`config.mk`:
```
export PLATFORM = sky130hd
export DESIGN_NAME = accel_mailbox
export DESIGN_NICKNAME = d
export VERILOG_FILES = /design/src/rtl/accel_mailbox_pkg.sv /design/src/rtl/accel_mailbox_job_timer.sv /design/src/rtl/accel_mailbox.sv
export SDC_FILE = /design/constraint.sdc
export NUM_CORES = 1
export LEC_CHECK = 0
export BUFFER_PORTS_ARGS = -buffer_cell sky130_fd_sc_hd__buf_2
export CORE_AREA = 2 2 305 307
export CTS_CLUSTER_DIAMETER = 80
export CTS_CLUSTER_SIZE = 20
export DETAILED_ROUTE_END_ITERATION = 6
export DIE_AREA = 0 0 307 309
export GPL_TIMING_DRIVEN = 0
export PLACE_DENSITY = 0.4
export REMOVE_ABC_BUFFERS = 1
export SLEW_MARGIN = 20
export SYNTH_ARGS = -nofsm -noshare
export SYNTH_HDL_FRONTEND = slang
export SYNTH_HIERARCHICAL = 1
export SYNTH_SLANG_ARGS = --single-unit
```
`constraint.sdc`:
```
create_clock -name clk -period 32.9 [get_ports clk]
set_input_delay 6.58 -clock clk [delete_from_list [all_inputs] [get_ports clk]]
set_output_delay 6.58 -clock clk [all_outputs]
set_load 0.02 [all_outputs]
```
`src/rtl/accel_mailbox_pkg.sv`:
```
// Shared types and register map for the accelerator mailbox.
// The ACCEL_TIMEOUT_EN watchdog option is resolved in accel_mailbox.sv.
package accel_mailbox_pkg;

    typedef enum logic [1:0] {
        ST_IDLE   = 2'd0,
        ST_LAUNCH = 2'd1,
        ST_RUN    = 2'd2,
        ST_CMPL   = 2'd3
    } state_t;

    localparam int REG_CMD  = 0;
    localparam int REG_STAT = 0;
    localparam int REG_RES  = 1;
    localparam int REG_CYC  = 2;
    localparam int REG_CNT  = 3;
    localparam int REG_OP   = 4;

    localparam int STAT_BUSY  = 0;
    localparam int STAT_DONE  = 1;
    localparam int STAT_ERR   = 2;
    localparam int STAT_OVR   = 3;
    localparam int STAT_TMO   = 4;
    localparam int STAT_STATE = 5;

    localparam logic [3:0] OP_NOP = 4'h0;

    function automatic logic [31:0] pack_status(
        input logic [7:0] seq,
        input state_t     st,
        input logic       tmo,
        input logic       ovr,
        input logic       err,
        input logic       done
    );
        logic [31:0] w_word;
        w_word                            = 32'h0000_0000;
        w_word[31:24]                     = seq;
        w_word[STAT_STATE+1 -: 2]         = st;
        w_word[STAT_TMO]                  = tmo;
        w_word[STAT_OVR]                  = ovr;
        w_word[STAT_ERR]                  = err;
        w_word[STAT_DONE]                 = done;
        w_word[STAT_BUSY]                 = (st != ST_IDLE);
        return w_word;
    endfunction

endpackage

```
`src/rtl/accel_mailbox_job_timer.sv`:
```
// Saturating job cycle counter with a watchdog threshold compare.
module accel_job_timer #(
    parameter int CYC_W       = 32,
    parameter int TIMEOUT_CYC = 1000000
) (
    input  logic             clk,
    input  logic             rst,
    input  logic             i_clear,
    input  logic             i_enable,
    output logic [CYC_W-1:0] o_count,
    output logic             o_expired
);

    logic [CYC_W-1:0] r_count;

    // Count enabled cycles, holding at all-ones instead of wrapping
    always_ff @(posedge clk or posedge rst) begin
        if (rst) begin
            r_count <= '0;
        end else if (i_clear) begin
            r_count <= '0;
        end else if (i_enable && (r_count != {CYC_W{1'b1}})) begin
            r_count <= r_count + CYC_W'(1);
        end
    end

    assign o_count   = r_count;
    assign o_expired = (r_count >= CYC_W'(TIMEOUT_CYC));

endmodule

```
`src/rtl/accel_mailbox.sv`:
```
// Accelerator-side mailbox: decodes CPU command regs, runs one engine job, reports status.
// Define ACCEL_TIMEOUT_EN to enable the RUN-state watchdog.
module accel_mailbox
    import accel_mailbox_pkg::*;
#(
    parameter int NUM_REGS    = 8,
    parameter int DATA_W      = 32,
    parameter int CYC_W       = 32,
    parameter int TIMEOUT_CYC = 1000000
) (
    input  logic              clk,
    input  logic              rst,
    input  logic [DATA_W-1:0] register_accelerator_out [NUM_REGS],
    output logic [DATA_W-1:0] register_accelerator_in  [NUM_REGS],
    output logic              job_valid,
    input  logic              job_ready,
    output logic [3:0]        job_op,
    output logic [DATA_W-1:0] job_arg [NUM_REGS-1],
    input  logic              job_done,
    input  logic [DATA_W-1:0] job_result,
    input  logic              job_err
);

    state_t            r_state;
    logic [7:0]        r_last_seq;
    logic [7:0]        r_acc_seq;
    logic [3:0]        r_op;
    logic [DATA_W-1:0] r_args [NUM_REGS-1];
    logic              r_job_valid;
    logic              r_done;
    logic              r_err;
    logic              r_ovr;
    logic              r_tmo;
    logic [DATA_W-1:0] r_result;
    logic [DATA_W-1:0] r_jobs;

    logic [7:0]        w_seq;
    logic [3:0]        w_cmd_op;
    logic              w_seq_new;
    logic              w_accept;
    logic              w_finish_ok;
    logic              w_timeout;
    logic              w_tmo_en;
    logic              w_expired;
    logic [CYC_W-1:0]  w_count;

    assign w_seq     = register_accelerator_out[REG_CMD][DATA_W-1 -: 8];
    assign w_cmd_op  = register_accelerator_out[REG_CMD][3:0];
    assign w_seq_new = (w_seq != r_last_seq);
    assign w_accept  = (r_state == ST_IDLE) && w_seq_new && (w_cmd_op != OP_NOP);

`ifdef ACCEL_TIMEOUT_EN
    assign w_tmo_en = 1'b1;
`else
    assign w_tmo_en = 1'b0;
`endif

    // A done arriving together with the acceptance still counts; done elsewhere is dropped
    assign w_finish_ok = job_done && (((r_state == ST_LAUNCH) && job_ready) || (r_state == ST_RUN));
    assign w_timeout   = w_tmo_en && (r_state == ST_RUN) && w_expired && !job_done;

    accel_job_timer #(
        .CYC_W       (CYC_W),
        .TIMEOUT_CYC (TIMEOUT_CYC)
    ) u_timer (
        .clk       (clk),
        .rst       (rst),
        .i_clear   (w_accept),
        .i_enable  ((r_state == ST_LAUNCH) || (r_state == ST_RUN)),
        .o_count   (w_count),
        .o_expired (w_expired)
    );

    // Command sequencing, job handshake and status bookkeeping
    always_ff @(posedge clk or posedge rst) begin
        if (rst) begin
            r_state     <= ST_IDLE;
            r_last_seq  <= 8'h00;
            r_acc_seq   <= 8'h00;
            r_op        <= 4'h0;
            r_job_valid <= 1'b0;
            r_done      <= 1'b0;
            r_err       <= 1'b0;
            r_ovr       <= 1'b0;
            r_tmo       <= 1'b0;
            r_result    <= '0;
            r_jobs      <= '0;
            for (int i = 0; i < NUM_REGS-1; i++) r_args[i] <= '0;
        end else begin
            case (r_state)
                ST_IDLE: begin
                    if (w_seq_new) begin
                        r_last_seq <= w_seq;
                        r_done     <= 1'b0;
                        r_err      <= 1'b0;
                        r_ovr      <= 1'b0;
                        r_tmo      <= 1'b0;
                        if (w_accept) begin
                            r_acc_seq   <= w_seq;
                            r_op        <= w_cmd_op;
                            r_job_valid <= 1'b1;
                            r_state     <= ST_LAUNCH;
                            for (int i = 0; i < NUM_REGS-1; i++)
                                r_args[i] <= register_accelerator_out[i+1];
                        end
                    end
                end
                ST_LAUNCH: begin
                    if (job_ready) begin
                        r_job_valid <= 1'b0;
                        r_state     <= job_done ? ST_CMPL : ST_RUN;
                    end
                end
                ST_RUN: begin
                    if (job_done || w_timeout) r_state <= ST_CMPL;
                end
                ST_CMPL: r_state <= ST_IDLE;
                default: r_state <= ST_IDLE;
            endcase

            if (w_finish_ok || w_timeout) begin
                r_result <= w_finish_ok ? job_result : '0;
                r_err    <= w_finish_ok ? job_err : 1'b1;
                r_tmo    <= w_timeout;
                r_done   <= 1'b1;
                r_jobs   <= r_jobs + DATA_W'(1);
            end

            if ((r_state != ST_IDLE) && w_seq_new) r_ovr <= 1'b1;
        end
    end

    assign job_valid = r_job_valid;
    assign job_op    = r_op;
    assign job_arg   = r_args;

    // Status words presented to the CPU; unused indices read as zero
    always_comb begin
        for (int i = 0; i < NUM_REGS; i++) register_accelerator_in[i] = '0;
        register_accelerator_in[REG_STAT] = DATA_W'(pack_status(r_acc_seq, r_state, r_tmo,
                                                                r_ovr, r_err, r_done));
        register_accelerator_in[REG_RES]  = r_result;
        register_accelerator_in[REG_CYC]  = DATA_W'(w_count);
        register_accelerator_in[REG_CNT]  = r_jobs;
        register_accelerator_in[REG_OP]   = {{(DATA_W-4){1'b0}}, r_op};
    end

endmodule
```
; After elaboration in Yosys (flattened, before gate mapping)
; Cells that the tools add are included.
[classes]
n_addsub = 2
n_eq_ne = 9
muxes = 18
n_reduce_logical = 23
[ops]
columns = op, n
row1 = 32-bit by 1-bit adder with 32-bit output (second input constant), 2
row2 = 32-bit two-way mux, 2
row3 = 32-bit inequality test (second input constant), 1
row4 = 2-bit nonzero test, 7
row5 = 1-bit two-way mux, 10
row6 = 2-bit two-way mux, 4
row7 = 8-bit inequality test, 1
row8 = 2-bit case mux with 4 select lines, 1
row9 = 4-bit AND reduction, 2
row10 = 1-bit logical AND, 6
row11 = 2-bit inequality test (second input constant), 3
row12 = 2-bit AND reduction, 3
row13 = 2-bit equality test (second input constant), 2
row14 = 4-bit nonzero test, 1
row15 = 3-bit AND reduction, 1
row16 = 2-bit by 1-bit equality test with 1-bit output (second input constant), 1
row17 = 2-bit logical NOT, 1
row18 = 1-bit logical OR, 2
row19 = 2-bit by 1-bit inequality test with 1-bit output (second input constant), 1
row20 = 1-bit case mux with 2 select lines, 1
[word_totals]
register_bits = 347
inputBits = 293
wordCells = 71

; Depth between registers and ports, before layout
; Gate-level depths: netlist of run 1.
[depth]
depth_word = 6
depth_mapped = 12
ltp_nobuf = 7

; By module
; The synthesis of run 1 kept the hierarchy.
[modules_own_cells]
columns = mod, instances, cells_per_inst, area_per_inst_um2
row1 = accel_mailbox, 1, 978, 13844.5
row2 = accel_job_timer, 1, 211, 1878.1

; Worst setup path before layout of run 1
; OpenSTA, ideal clock, no wires.
[synth_timing]
path_kind = input to register
start = in register_accelerator_out[249] (netlist bit)
end = reg u_timer.r_count[0] (netlist: u_timer/o_count[0])
arrival_time_ps = 8549
t_required_ps = 32768
slack_ps = 24219
path_stages = 11
path_cell_list = xor2_1 > nor4_2 > a21o_1 > buf_4 > nor2_4 > buf_6 > buf_6 > clkbuf_1 > clkbuf_1 > clkbuf_1 > nor2_1
[synth_via]
elab_chain_cells = 4
elab_cells_between_ends = 5
classes_between = 1 x eq/ne / 1 x mux / 3 x reduce/logical
[synth_lines]
columns = element, line
row1 = start: declaration, accel_mailbox.sv:13  ; input logic [DATA_W-1:0] register_accelerator_out [NUM_REGS],
row2 = 8-bit inequality test (*), accel_mailbox.sv:49  ; assign w_seq_new = (w_seq != r_last_seq);
row3 = 1-bit logical AND (*) (2 in a row), accel_mailbox.sv:50  ; assign w_accept = (r_state == ST_IDLE) && w_seq_new && (w_cmd_op != OP_NOP);
row4 = via w_accept, accel_mailbox.sv:40  ; logic w_accept;
row5 = 32-bit two-way mux / 2-bit nonzero test (equally long branches), -
row6 = end signal: assignment, accel_mailbox_job_timer.sv:23  ; r_count <= r_count + CYC_W'(1);
row7 = end: declaration, accel_mailbox_job_timer.sv:14  ; logic [CYC_W-1:0] r_count;
; Mark *: on every way through the listed nets, which the timed path passes. The rest lies on a longest branch.
; A chain may end at the register's enable or synchronous reset.

; Final worst setup path of run 1
[layout_timing]
start = in register_accelerator_out[254] (netlist bit)
end = reg r_args, in the netlist job_arg[136]
[layout_via]
elab_chain_cells = 4
[layout_lines]
columns = element, line
row1 = 8-bit inequality test (*), accel_mailbox.sv:49
row2 = 1-bit logical AND (2 in a row), accel_mailbox.sv:50
row3 = 3-bit AND reduction (no source line) (*), -
row4 = end signal: indexed assignment, accel_mailbox.sv:104  ; r_args[i] <= register_accelerator_out[i+1];
row5 = end: declaration, accel_mailbox.sv:28  ; logic [DATA_W-1:0] r_args [NUM_REGS-1];
; Mark *: on every way between the ends. The rest lies on a longest branch, timed or not.

==> results of run 1 <==
power by group through the flow:
stage / Clock [mW] / Combinational [mW] / Sequential (mW)
final: 0.350 / 1.01 / 0.720
after global routing: 0.386 / 1.07 / 0.747
after CTS: 0.368 / 1.02 / 0.723
after detailed placement: 0 / 1.02 / 0.725
after global placement: 0 / 1.06 / 0.725
after floorplan: 0 / 0.483 / 0.936
layout make-up:
cell class	instances	area share, %
Timing Repair Buffer	637	17.05
Sequential cell	346	41.74
Clock inverter	19	0.9411
Inverter	18	0.3619
Tap cell	1186	7.154
Clock buffer	30	3.414
Antenna cell	1	0.01206
Multi-Input combinational cell	764	29.32
path summary, 6_finish.rpt:
kind | to | slack [ns] | cells after the start
min reg2reg | r_result[4] | 0.47 | 2
min in group asynchronous | job_arg[156] | 6.01 | 2
max in group asynchronous | job_arg[70] | 25.49 | 4
max reg2reg | job_arg[222] | 29.07 | 13
max | job_arg[136] | 23.51 | 13
min | r_result[4] | 0.47 | 2
per-layer routing:
layer  global-route usage (%)  vias up
met4                    2.507        2
li1                         -     4978
met3                    2.453       54
met1                    12.30     5379
met5                        0        -
met2                    16.85      432
worst max-delay path, cell delays in order:
cell    delay (ns)
buf_2         0.12
xor2_1        0.15
nor4_2        0.44
a21o_1        0.69
nor2_4        0.23
buf_16        0.25
buf_12        0.17
buf_12        0.17
buf_12        0.18
buf_12        0.18
buf_12        0.18
buf_16        0.17
mux2_4        0.30
stage by stage:
step	std cells	worst slack, ns	hold WS (ns)
floorplan	1128	17.63	0.4999
global placement	2929	13.31	0.4561
detailed placement	2951	22.78	0.4571
CTS	3000	23.48	0.4742
global route	3000	23.31	0.4954
finish	3001	23.51	0.4722
state kept, by name, indices dropped and copies added (netlist names), 2 cells and up:
| signal | count |
|---|---|
| r_state | 2 |
| u_timer/o_count | 32 |
| r_last_seq | 8 |
| r_acc_seq | 8 |
| job_arg | 224 |
| r_result | 32 |
| r_jobs | 32 |
| job_op | 4 |
==> flow_summary.toml, run 1 <==
[setup_path]
crit_start = "register_accelerator_out[254]"
path_class = "input port to register"
critPathLaunchType = "input port"
cp_max_fo = 23
cp_data_required_time_ns = 33.40
r2r_start = "r_state[0]"
endpoint_kind = "register"
cp.arrival_ns = 9.89

[timing]
max_freq_mhz = 106.5
relSlewSlack_pct = 25.70
rsz0062_at_grt = "no"
period_minus_slack_ns = 9.392
final.period_utilization_pct = 28.55
setup_viol = 0
fin_setup_tns_ns = 0
worst_pin_slew_ns = 1.106
finClkSkew_ns = 0.03652
hold_viol = 0
finalMaxSlewViolations = 0

[power_and_ir_drop]
power_frac_comb_pct = 48.5
p_sw_mw = 0.8458
peakVddDrop_mv = 0.05140
pwr_density_cell_mw_per_mm2 = 100.1
power_mw = 2.076
switching_share_pct = 40.74
internal_power_mw = 1.230
p_leak_nw = 10.22
clockPowerShare_pct = 16.9
power_frac_seq_pct = 34.7

[cells_and_area]
utilization_pct = 22.70
syn2layout_area_growth_pct = 32.34
mostFrequentLayoutCells = "615 x buf_2, 346 x dfrtp_1, 149 x mux2_4"
num-fill-cells = 9851
final_nets = 2094
mostFrequentLayoutCell = "buf_2"
drive_above_1_share_pct = 52.37
regArea_sq_mm = 0.008658
multi_input_area_sq_mm = 0.006081
postLayoutCellArea_sq_mm = 0.02074

[floorplan]
num_io_pins = 778
start_util_pct = 17.15
dieArea_sq_mm = 0.09486
std_cell_rows = 111
core_area_sq_mm = 0.09139
fp.dieW_microns = 307
die_h_microns = 309

[clock_network]
clkSinkCount = 346
cts_setup_buffers = 0
cts_resized = 0
ctsHoldBuffers = 0
clk_latency_ns = 0.62
cts_made_buffers = 28
cts-root-buf = "clkbuf_16"
cts_tree = "done"
clock_path_buffers = 3
htreeDepth = 1
path_clk_slew_ns = 0.08

[placement]
port_buffers = 615
placed_cell_area_sq_mm = 0.01983
globalplace.congestion = 0.8041
hpwl_microns = 38870

[detailed_routing]
highest_layer = "met5"
final_antenna_net_count = 0
via_per_inst = 3.614
num_vias = 10850
met3_length_microns = 3488
drt-initial-drc-count = 456
route.detailed.drc = 0
wl_met1_microns = 20110
wl_microns = 49340
dr_wl_met2_microns = 24780
dr.pass1.iters = 5
wl_per_cell_microns = 16.44

[min_path]
hold_class = "register to register"
hp-start = "r_result[4]"

[grt]
grt_pass1_wl_microns = 72080
grt_usage_pct = 9.825
overflow = 0
grt_max_degree = 97
grt_pass1_vias = 11310
antenna_found_initial = 1

[status]
status = "completed"

[synthesis]
syn_avg_cell_area_sq_um = 13.27
syn_inst = 1181
synthesis.area_sq_mm = 0.01567
yosysWarnings = 6

[run]
maxCapViolations = 0
No activity file was read; power rests on OpenSTA's default activity.
==> run 2, diff against run 1 <==
CORE_AREA = 2 2 300 302   (was 2 2 305 307)
DIE_AREA = 0 0 302 304   (was 0 0 307 309)
PLACE_DENSITY = 0.41   (was 0.4)
clock period = 9.5 ns   (was 32.9 ns; I/O delays follow)
==> flow_summary.toml, run 2 (synthesis gave the netlist of run 1 again) <==
[status]
status = "completed"

[clock_network]
clk_latency_ns = 0.61
cts_resized = 0
cts_tree = "done"
cts_setup_buffers = 0
ctsHoldBuffers = 0
path_clk_slew_ns = 0.08
cts_made_buffers = 31
clkSinkCount = 346
cts-root-buf = "clkbuf_16"
clock_path_buffers = 3
htreeDepth = 1

[setup_path]
crit_path_frequent_cell = "buf_12"
path_depth = 12
worst_path_max_delay_cell = "a21o_1"
cp.arrival_ns = 5.00
cp_max_fo = 22
reg2reg_depth = 12
critPathMaxStageDelay_ns = 0.65
critical_path.top_delay_family = "buffers and inverters"
path_buf_inv = 7
worstPathCellList = "buf_2 > xor2_1 > nor4_2 > a21o_1 > nor2_4 > buf_12 > buf_12 > buf_12 > buf_12 > buf_16 > buf_12 > mux2_4"
critPathLaunchType = "input port"
endpoint_kind = "register"
path_class = "input port to register"
cp_data_required_time_ns = 10.00

[timing]
max_freq_mhz = 222.0
relSlewSlack_pct = 40.77
setup_viol = 0
period_minus_slack_ns = 4.505
hold_viol = 0
finalMaxSlewViolations = 0
finClkSkew_ns = 0.02462
worst_pin_slew_ns = 0.8836
final.period_utilization_pct = 47.42
rsz0062_at_grt = "no"
fin_ws_ns = 4.995
fin_setup_tns_ns = 0

[placement]
placed_cell_area_sq_mm = 0.01982
globalplace.congestion = 0.8094
port_buffers = 615
dp_slack_ns = 4.292
hpwl_microns = 37980

[cells_and_area]
mostFrequentLayoutCells = "615 x buf_2, 346 x dfrtp_1, 149 x mux2_4"
mostFrequentLayoutCell = "buf_2"
syn2layout_area_growth_pct = 33.41
drive_above_1_share_pct = 52.58
num-fill-cells = 9540
postLayoutCellArea_sq_mm = 0.02091
largest_reg_flops = 224
final_nets = 2096
utilization_pct = 23.48

[power_and_ir_drop]
power_mw = 7.350
internal_power_mw = 4.378
pwr_density_cell_mw_per_mm2 = 351.5
p_leak_nw = 10.31
p_sw_mw = 2.972
power_frac_seq_pct = 34.0
power_frac_comb_pct = 47.3
clockPowerShare_pct = 18.7
switching_share_pct = 40.44
peakVddDrop_mv = 0.1573

[detailed_routing]
route.detailed.drc = 0
wl_microns = 48430
via_per_inst = 3.642
num_vias = 10910
final_antenna_net_count = 0
dr.pass1.iters = 4
drt-initial-drc-count = 390
wl_per_cell_microns = 16.16

[grt]
grt_usage_pct = 10.16
antenna_found_initial = 4
grt_pass1_vias = 11500
grt_pass1_wl_microns = 72510
grt_max_degree = 101
overflow = 0

[floorplan]
dieArea_sq_mm = 0.09181
fp.dieW_microns = 302
core_area_sq_mm = 0.08905
start_util_pct = 17.60
num_io_pins = 778
die_h_microns = 304
std_cell_rows = 110

[min_path]
hold_class = "register to register"
worstHoldPathCells = 2

[run]
maxCapViolations = 0
==> run 2: cell types whose count changed in the layout (fill, tap and decap cells not counted), moves of 2 or more <==
cell | previous run | this run
clkinv_8 | 3 | 1
inv_6 | 7 | 3
inv_16 | 1 | 3
clkbuf_16 | 28 | 31
inv_12 | 0 | 4
clkbuf_8 | 0 | 2
==> run 2: through the flow <==
step	hold slack, ns	cells
after detailed placement	0.4576	2940
after CTS	0.4777	2996
after global placement	0.4595	2919
after global routing	0.5004	2997
final	0.4726	2997
after floorplan	0.4999	1128
==> run 2: power groups by stage <==
stage	clock, mW	combinational [mW]	sequential, mW
after floorplan	0	1.67	3.24
after global placement	0	3.64	2.51
after detailed placement	0	3.54	2.51
after CTS	1.45	3.54	2.51
after global routing	1.51	3.71	2.58
final	1.38	3.48	2.50
==> run 2: final cells by class <==
cell class                      count  area, sq um  share of cell area [%]
Clock inverter                     22        276.5                   1.322
Clock buffer                       34        807.0                   3.860
Multi-Input combinational cell    764         6081                   29.08
Sequential cell                   346         8658                   41.41
Timing Repair Buffer              636         3537                   16.92
Antenna cell                        1        2.502                 0.01197
Inverter                           18        75.07                  0.3590
Tap cell                         1176         1471                   7.037
==> run 2: tightest hold or removal path, cell delays in order, from the launching register on <==
cell and delay [ns]:
dfrtp_1 0.34, nand2_1 0.05, nand2_1 0.05
==> run 2: layer usage <==
layer  global-route usage, %  vias to the layer above  share of wire, %
met5                       0                        -             0.087
met4                   2.809                        6               1.9
li1                        -                     4980                 -
met1                   12.26                     5437                41
met2                   17.59                      435                50
met3                   2.813                       56               7.4
==> run 2: final timing paths <==
kind | start | slack, ns | endpoint
worst max-delay path | register_accelerator_out[254] | 5.00 | job_arg[180]
worst min-delay path | r_result[14] | 0.47 | r_result[14]
worst max register to register | r_state[1] | 5.96 | job_arg[63]
worst min register to register | r_result[14] | 0.47 | r_result[14]
max in group asynchronous | rst | 6.80 | r_jobs[4]
min in group asynchronous | rst | 1.29 | r_jobs[14]
